$ cat src/rtl/leading_one_normalizer.sv
// Iterative left-normalizer: shifts one bit per clock until the MSB is set or the count saturates.
// Optional LON_ZERO_DETECT_EN finishes a zero operand immediately instead of shifting it out.
module leading_one_normalizer #(
    parameter int WIDTH       = 32,
    parameter int COUNT_WIDTH = 4
) (
    input  logic                   clk,
    input  logic                   rst,
    input  logic                   start,
    input  logic [WIDTH-1:0]       in,
    output logic [WIDTH-1:0]       out,
    output logic [COUNT_WIDTH-1:0] shift_count,
    output logic                   done,
    output logic                   busy,
    output logic                   sat
);

    localparam logic [COUNT_WIDTH-1:0] MAX_SHIFT = '1;

    typedef enum logic [1:0] {
        IDLE,
        SHIFT,
        DONE
    } state_t;

    state_t state;

    always_ff @(posedge clk) begin
        if (rst) begin
            state       <= IDLE;
            out         <= '0;
            shift_count <= '0;
            done        <= 1'b0;
            busy        <= 1'b0;
            sat         <= 1'b0;
        end else begin
            unique case (state)
                IDLE, DONE: begin
                    if (start) begin
`ifdef LON_ZERO_DETECT_EN
                        if (in == '0) begin
                            state       <= DONE;
                            out         <= '0;
                            shift_count <= MAX_SHIFT;
                            done        <= 1'b1;
                            busy        <= 1'b0;
                            sat         <= 1'b1;
                        end else begin
                            state       <= SHIFT;
                            out         <= in;
                            shift_count <= '0;
                            done        <= 1'b0;
                            busy        <= 1'b1;
                            sat         <= 1'b0;
                        end
`else
                        state       <= SHIFT;
                        out         <= in;
                        shift_count <= '0;
                        done        <= 1'b0;
                        busy        <= 1'b1;
                        sat         <= 1'b0;
`endif
                    end
                end
                SHIFT: begin
                    // out is not modified on the finishing edge, so sat sees the final MSB
                    if (out[WIDTH-1] || shift_count == MAX_SHIFT) begin
                        state <= DONE;
                        done  <= 1'b1;
                        busy  <= 1'b0;
                        sat   <= ~out[WIDTH-1];
                    end else begin
                        out         <= {out[WIDTH-2:0], 1'b0};
                        shift_count <= shift_count + COUNT_WIDTH'(1);
                    end
                end
                default: begin
                    state <= IDLE;
                    done  <= 1'b0;
                    busy  <= 1'b0;
                    sat   <= 1'b0;
                end
            endcase
        end
    end

endmodule

$ cat config.mk
export PLATFORM = sky130hd
export DESIGN_NAME = leading_one_normalizer
export DESIGN_NICKNAME = d
export VERILOG_FILES = /design/src/rtl/leading_one_normalizer.sv
export SDC_FILE = /design/constraint.sdc
export NUM_CORES = 1
export LEC_CHECK = 0
export ABC_CLOCK_PERIOD_IN_PS = 1400
export BUFFER_PORTS_ARGS = -buffer_cell sky130_fd_sc_hd__buf_4
export CORE_MARGIN = 1.5
export CORE_UTILIZATION = 43
export DETAILED_ROUTE_END_ITERATION = 10
export PLACE_DENSITY = 0.75
export SYNTH_ARGS = -nofsm -noshare
export SYNTH_HDL_FRONTEND = slang
export SYNTH_SLANG_ARGS = --single-unit
export TNS_END_PERCENT = 30
$ cat constraint.sdc
create_clock -name clk -period 1.4 [get_ports clk]
set_input_delay 0 -clock clk [delete_from_list [all_inputs] [get_ports clk]]
set_output_delay 0 -clock clk [all_outputs]
set_load 0.05 [all_outputs]
## Word level (Yosys, flattened, before mapping)

Index checks and enable logic that the tools add are counted.
Widths: inputs -> output; s select.

| word-level totals | value |
|---|---|
| memories kept | 0 |
| logic and storage cells | 37 |
| register bits after elaboration | 41 |
| memory bits (read-only) | 0 |
| output and inout bits | 39 |
| input bits | 35 |
| bits in latches | 0 |
| bits in writable memories | 0 |

| operators by class | value |
|---|---|
| shift operators | 0 |
| $lt $le $gt $ge | 0 |
| muxes and demuxes | 17 |
| add/subtract/negate cells | 1 |
| bitwise operators | 1 |
| equality and inequality tests | 6 |
| $mul | 0 |
| divide/modulo/power cells | 0 |
| reduce and logical (&&, ||, !) cells | 6 |

Operator list:

| operator | number |
|---|---|
| $mux 32 | 2 |
| $pmux 32 s2 | 1 |
| $mux 4 | 2 |
| $pmux 4 s2 | 1 |
| $ne 2x2->1 const B | 3 |
| $pmux 1 s2 | 3 |
| $mux 1 | 5 |
| $add 4x1->4 const B | 1 |
| $eq 4x4->1 const B | 1 |
| $mux 2 | 2 |
| $pmux 2 s2 | 1 |
| $reduce_and 3->1 | 1 |
| $eq 2x1->1 const B | 1 |
| $eq 2x2->1 const B | 1 |
| $logic_not 2->1 | 1 |
| $reduce_and 2->1 | 1 |
| $reduce_bool 2->1 | 1 |
| $reduce_or 2->1 | 1 |
| $logic_or 1x1->1 | 1 |
| $not 1->1 | 1 |

## Logic depth before layout (Yosys ltp)

Gate-level depths: netlist of run 1.

| logic depth | value |
|---|---|
| depth after elaboration | 4 |
| mapped depth | 6 |
| mapped depth without buffers | 4 |

## Least setup slack after synthesis of run 1

No wires, ideal clock.

| path | value |
|---|---|
| kind | register to register |
| from | register shift_count[0] |
| to | register out[31] |
| library setup time | 0.134 ns |
| required time | 1.266 ns |
| period minus slack after synthesis | 1.801 ns |
| data arrival time | 1.667 ns |
| stages on the path, launching flop included | 6 |
| path slack | -0.401 ns |
| path buffers | 1 |
| cell sequence | dfxtp_1 -> ha_1 -> nand3_1 -> clkbuf_1 -> a211oi_1 -> a211oi_1 |

| on the way | value |
|---|---|
| cells in the longest elaborated chain, start to end | 4 |

RTL lines:

| element | RTL line | source |
|---|---|---|
| start, declared | 12 | `output logic [COUNT_WIDTH-1:0] shift_count,` |
| start signal, assigned | 75 | `shift_count <= shift_count + COUNT_WIDTH'(1);` |
| $eq 4x4->1 | 68 | `if (out[WIDTH-1] \|\| shift_count == MAX_SHIFT) begin` |
| $logic_or 1x1->1 | 68 |  |
| $ne 2x2->1 (no source line) | n/a |  |
| $reduce_and 3->1 (no source line) | n/a |  |
| end signal, assigned | 58 | `out <= in;` |
| end signal, assigned | 74 | `out <= {out[WIDTH-2:0], 1'b0};` |
| end, declared | 11 | `output logic [WIDTH-1:0] out,` |

No other way between the ends.
A chain may end at the register's enable or synchronous reset.

## Final worst setup path of run 1

| path | value |
|---|---|
| from | register state[0] |
| to | register shift_count[3] |

| on the way | value |
|---|---|
| cells in the longest elaborated chain, start to end | 4 |
| elaborated cells between the ends (all ways) | 9 |
| classes of those cells | eq/ne (4); mux (1); reduce/logical (4) |

RTL lines:

| element | RTL line | source |
|---|---|---|
| start, declared | 26 | `state_t state;` |
| start signal, assigned | 30 | `state <= IDLE;` |
| start signal, assigned | 57 | `state <= SHIFT;` |
| start signal, assigned | 69 | `state <= DONE;` |
| $eq 2x2->1 or $logic_not 2->1 (tied branches) | 37 | `unique case (state)` |
| $reduce_or 2->1 | 37 |  |
| $ne 2x2->1 (no source line) or $reduce_bool 2->1 (tied branches) | n/a |  |
| $reduce_and 3->1 (no source line) | n/a |  |

Parallel ways exist; a longest one is shown, timed or not.

==> results of run 1 <==
==> area by class of cell <==
class	instances	area share
Tap cell	52	0.0234
Multi-Input combinational cell	130	0.383
Clock buffer	6	0.0261
Sequential cell	40	0.295
Timing Repair Buffer	90	0.267
Inverter	1	0.00135
Clock inverter	2	0.00405
==> cell usage after synthesis <==
cell type	number
o221a_2	1
buf_2	8
dfxtp_1	40
nand2b_1	1
ha_1	1
or2b_1	1
nand3_1	5
clkbuf_1	13
o21ai_1	1
or3b_1	1
or3_1	3
a211oi_1	65
buf_1	2
and3_1	1
o31ai_1	1
nor2_1	2
a21oi_1	4
o211ai_1	1
nor2b_1	2
inv_1	1
mux2i_1	32
nor3b_2	1
nand2_1	3
o21ai_0	4
==> worst min-delay path by stage <==
stage,start,to,slack [ns],depth (start not counted)
2_1_floorplan,in[0],out[0],0.14,2
3_3_place_gp,in[0],out[0],0.26,3
3_5_place_dp,in[0],out[0],0.27,3
4_1_cts,start,done,0.007,4
5_1_grt,start,done,0.01,4
6_report,start,done,0.01,4
==> power breakdown <==
| part | switching (mW) | total, mW | internal, mW |
|---|---|---|---|
| combinational | 0.760 | 1.24 | 0.485 |
| clock | 0.399 | 0.748 | 0.349 |
| sequential | 0.104 | 1.36 | 1.26 |
| total | 1.26 | 3.36 | 2.09 |
==> critical path, cell delays in order (launching register included) <==
cell and delay (ns):
dfxtp_4 0.37, or3b_4 0.43, or3_1 0.35, a211oi_2 0.20
==> cells in the final DEF (no fill, tap or decap), drive strengths merged, types with 2 or more instances in the layout <==
| master | n |
|---|---|
| a211oi | 65 |
| a21oi | 4 |
| buf | 89 |
| clkbuf | 6 |
| dfxtp | 40 |
| inv | 2 |
| mux2i | 32 |
| nand2 | 3 |
| nand3 | 5 |
| nor2 | 2 |
| nor2b | 2 |
| o21ai | 5 |
| or3 | 3 |
==> kinds of logic (layout without fill, tap and decap cells) <==
family / after synthesis / count (layout) / share of synthesized area
AO/OA/AOI/OAI: 77 / 77 / 0.293
flip-flops: 40 / 40 / 0.419
multiplexers: 32 / 32 / 0.168
buffers and inverters: 24 / 99 / 0.0524
AND/OR/NAND/NOR: 20 / 20 / 0.0609
adder cells (fa/ha/maj): 1 / 1 / 0.00655
==> per-stage QoR <==
stage          instance area (um2)  instances  setup slack [ns]
2_1_floorplan                 1960        194           -0.0757
3_3_place_gp                  2640        312            -0.101
3_5_place_dp                  2640        312            -0.132
4_1_cts                       2750        321           -0.0214
5_1_grt                       2780        321            -0.113
6_report                      2780        321           -0.0429
==> sequential cells by signal (all words and copies together) (netlist names) <==
register / count
busy: 1
state: 1
done: 1
sat: 1
shift_count: 4
out: 32
==> layer usage <==
layer,GRT usage,vias up,wire length (um),share of wire
met1,0.250,877,2100,0.43
met2,0.346,59,2480,0.50
met5,0,-,0,0
li1,-,907,-,-
met3,0.0523,6,284,0.058
met4,0.0684,0,61,0.012
==> what timing repair did <==
item | in CTS | in global routing
gates cloned | 0 | 0
pin swaps | 0 | 2
endpoints found under the setup margin | 35 | 34
hold buffers | 1 | 0
resized for setup | 6 | 8
hold endpoints to repair | 1 | 0
==> results.json, run 1 <==
{
  "finalCritPeriodShare": 1.03,
  "worstPathArrival_ns": 1.65,
  "post_synth.cell_area_avg_um2": 9.84,
  "setup_tns_ns": -0.0585,
  "setup_slack_ns": -0.0429,
  "die_x_um": 69.6,
  "violations": "negative setup slack",
  "grt_max_degree": 40,
  "vdd_ir_drop_max_uv": 885,
  "grt_pass1_vias": 1793,
  "crit_required_ns": 1.61,
  "antenna_found_initial": 0,
  "globalRouteTotalUtil": 0.203,
  "vias_per_cell": 5.76,
  "finalHoldViolations": 0,
  "drtPass1Iterations": 4,
  "fillCellCount": 384,
  "rows": 24,
  "cts_buffer_depth": 2,
  "ys_warn_count": 0,
  "port_buffers": 73,
  "ant_nets": 0,
  "slew_violations": 0,
  "p_total_mw": 3.36,
  "synth_top_area_cell": "dfxtp_1",
  "post-cts-setup-buffers": 0,
  "vias": 1849,
  "overflow": 0,
  "ys_top_cells_by_area": "dfxtp_1 (42%), a211oi_1 (26%), mux2i_1 (17%)",
  "start_util": 0.442,
  "reg2reg_slack_ns": -0.04,
  "wirelength_um": 4920,
  "place.gp.congestion": 0.759,
  "end_kind": "flop",
  "rsz0062_at_grt": "yes",
  "hold_ws_ns": 0.0114,
  "path_clk_slew_ns": 0.08,
  "syn_inst": 194,
  "finalSetupViolations": 6,
  "io_pins": 74,
  "relSlewSlack": 0.718,
  "root_buffer": "clkbuf_8",
  "die-area_mm2": 0.00485,
  "synth_cell_types": 24,
  "status": "finished with violations",
  "crit_path_start_kind": "flop",
  "p_leak_nw": 1.27,
  "post-route-util": 0.644,
  "period_minus_slack_ns": 1.44,
  "cts_tree": "built",
  "r2r-start": "state[0]",
  "endpoint": "shift_count[3]",
  "hpwl_um": 3320,
  "drc_errors": 0,
  "cts_sinks": 40,
  "cap_viol_max_count": 0,
  "cts_max_level": 2,
  "seqCellArea_um2": 822,
  "r2r-end": "shift_count[3]",
  "syn_area_mm2": 0.00191,
  "hp-class": "primary input to flop",
  "yosysSeqAreaShare": 0.419,
  "multiInputGateArea_mm2": 0.00106,
  "cts_buffers": 5,
  "drive_above_1_share": 0.424,
  "synth_nets": 230,
  "skew_ns": 0.00426,
  "antenna_cells": 0,
  "synth_top_area_frac": 0.419,
  "die_h_um": 69.6,
  "syn_to_final_growth_pct": 45.7,
  "worst_pin_slew_ns": 0.423,
  "startpoint": "state[0]",
  "cellPowerDensity_mw_per_mm2": 1210,
  "detail_route.iter0.violations": 98,
  "grt_pass1_wl_um": 8080,
  "ys_ff_latch": 40,
  "rr_worst_depth": 3,
  "core_area_mm2": 0.00432,
  "wl_per_cell_um": 15.3,
  "fmaxAchievable_mhz": 693,
  "nets": 304,
  "clkLatencyLatePin_ns": 0.29,
  "cp_max_fo": 6,
  "crit_type": "flop to flop"
}
Note: power is estimated with default switching activity, not from simulation.
==> run 2, diff against run 1 <==
--- a/config.mk
+++ b/config.mk
@@ -6,11 +6,11 @@
 export NUM_CORES = 1
 export LEC_CHECK = 0
 export ABC_CLOCK_PERIOD_IN_PS = 1400
-export BUFFER_PORTS_ARGS = -buffer_cell sky130_fd_sc_hd__buf_4
 export CORE_MARGIN = 1.5
-export CORE_UTILIZATION = 43
+export CORE_UTILIZATION = 55
 export DETAILED_ROUTE_END_ITERATION = 10
-export PLACE_DENSITY = 0.75
+export DONT_BUFFER_PORTS = 1
+export PLACE_DENSITY = 0.73
 export SYNTH_ARGS = -nofsm -noshare
 export SYNTH_HDL_FRONTEND = slang
 export SYNTH_SLANG_ARGS = --single-unit
==> results.json, run 2 (synthesized netlist as in run 1, its figures left out) <==
{
  "cts_buffer_depth": 2,
  "die-area_mm2": 0.00383,
  "multiInputGateArea_mm2": 0.00109,
  "cts_buffers": 5,
  "path_clk_slew_ns": 0.13,
  "dp.cells": 266,
  "globalRouteTotalUtil": 0.303,
  "final_common_cell": "a211oi_1",
  "finalSetupViolations": 32,
  "detail_route.iter0.violations": 222,
  "seqCellArea_um2": 820,
  "cts_max_level": 2,
  "antenna_cells": 0,
  "dpl_cell_area_mm2": 0.00231,
  "rr_worst_depth": 6,
  "worst_pin_slew_ns": 0.385,
  "antenna_found_initial": 0,
  "grt_pass1_vias": 1768,
  "vdd_ir_drop_max_uv": 739,
  "violations": "negative setup slack",
  "hp-class": "primary input to flop",
  "drtPass1Iterations": 4,
  "fmaxAchievable_mhz": 642,
  "cts_tree": "built",
  "largest_reg_flops": 32,
  "crit_slowest_cell": "dfxtp_4",
  "cp_max_fo": 5,
  "die_x_um": 61.9,
  "drive_above_1_share": 0.315,
  "vias": 2022,
  "cellPowerDensity_mw_per_mm2": 1170,
  "crit_path_start_kind": "flop",
  "nets": 305,
  "finalCritPeriodShare": 1.11,
  "slew_violations": 0,
  "largest-register": "out",
  "hold_depth": 3,
  "start_util": 0.572,
  "final_cells": 316,
  "cts_sinks": 40,
  "hpwl_um": 3270,
  "worstPathArrival_ns": 1.81,
  "grt_pass1_wl_um": 8510,
  "crit_type": "flop to flop",
  "drc_errors": 0,
  "port_buffers": 0,
  "grt_max_degree": 40,
  "rsz0062_at_grt": "yes",
  "root_buffer": "clkbuf_4",
  "period_minus_slack_ns": 1.56,
  "end_kind": "flop",
  "clkLatencyLatePin_ns": 0.37,
  "cap_viol_max_count": 0,
  "wirelength_um": 6840,
  "top_regs": "out x32, shift_count x4",
  "status": "finished with violations",
  "setup_slack_ns": -0.158,
  "crit_chain": "buf_4, nor3b_4, buf_4, buf_6, a211oi_1, a211oi_1",
  "core_area_mm2": 0.00334,
  "p_leak_nw": 1.26,
  "wl_per_cell_um": 21.7,
  "relSlewSlack": 0.742,
  "fillCellCount": 171,
  "reg2reg_slack_ns": -0.16,
  "skew_ns": 0.0184,
  "place.gp.congestion": 0.825,
  "overflow": 0,
  "die_h_um": 61.9,
  "cp_slowest_stage_delay_ns": 0.37,
  "final_cell_mix": "a211oi_1 (59), buf_4 (46), dlygate4sd3_1 (34), dfxtp_1 (33), mux2i_1 (32)",
  "ant_nets": 0,
  "finalHoldViolations": 0,
  "vias_per_cell": 6.40,
  "syn_to_final_growth_pct": 51.0,
  "crit_required_ns": 1.65,
  "final_area_mm2": 0.00288,
  "io_pins": 74,
  "rows": 21
}
-- run 2: cell types whose count changed in the layout (fill, tap and decap cells not counted), sizes merged --
cell	before	now
clkbuf	6	9
dlygate4sd3	1	34
inv	2	1
clkinv	1	0
buf	89	56
-- run 2: path summary, 6_finish.rpt --
check,end,startpoint
setup / recovery,out[11],out[31]
setup reg to reg,out[11],out[31]
hold reg to reg,sat,sat
hold / removal,shift_count[0],start
-- run 2: worst max-delay path: cells and delay by family, from the launching register on --
kind	cells	cell delay (ns)
and+or+nand+nor	1	0.21
DFF	1	0.37
buffers and inverters	3	0.43
AOI/OAI and AO/OA	2	0.43
-- run 2: cell type report --
class / instances / share of cell area
Clock buffer: 8 / 0.0204
Sequential cell: 40 / 0.284
Inverter: 1 / 0.00130
Tap cell: 46 / 0.0200
Timing Repair Buffer: 91 / 0.297
Multi-Input combinational cell: 130 / 0.377
-- run 2: layer usage --
| layer | part of all wire | GRT usage |
|---|---|---|
| met4 | 0.035 | 0.122 |
| met5 | 0 | 0 |
| met1 | 0.40 | 0.381 |
| met2 | 0.51 | 0.519 |
| met3 | 0.062 | 0.0476 |
-- run 2: report_power, final --
group	internal [mW]	total, mW	switching (mW)
Clock	0.248	0.634	0.386
Combinational	0.518	1.36	0.839
Sequential	1.26	1.37	0.110
Total	2.03	3.36	1.33
-- run 2: metrics by stage --
stage / setup slack [ns] / setup TNS, ns / utilization / total power [mW] / hold WS [ns]
global route: -0.343 / -2.51 / 0.864 / 3.50 / 0.134
detailed placement: -0.0955 / -2.23 / 0.691 / 2.49 / 0.0682
floorplan: -0.0757 / -1.93 / - / 2.20 / 0.140
finish: -0.158 / -0.885 / 0.864 / 3.36 / 0.126
CTS: -0.00374 / -0.0116 / 0.826 / 3.21 / 0.126
global placement: 0.00135 / 0 / 0.691 / 2.46 / 0.0681
-- run 2: what timing repair did --
item,CTS,global route
pin swaps,1,16
hold buffers,35,0
gates cloned,0,5
endpoints found under the hold margin,40,0
setup buffers,0,2
gates resized for setup,9,20
setup endpoints to repair,33,34
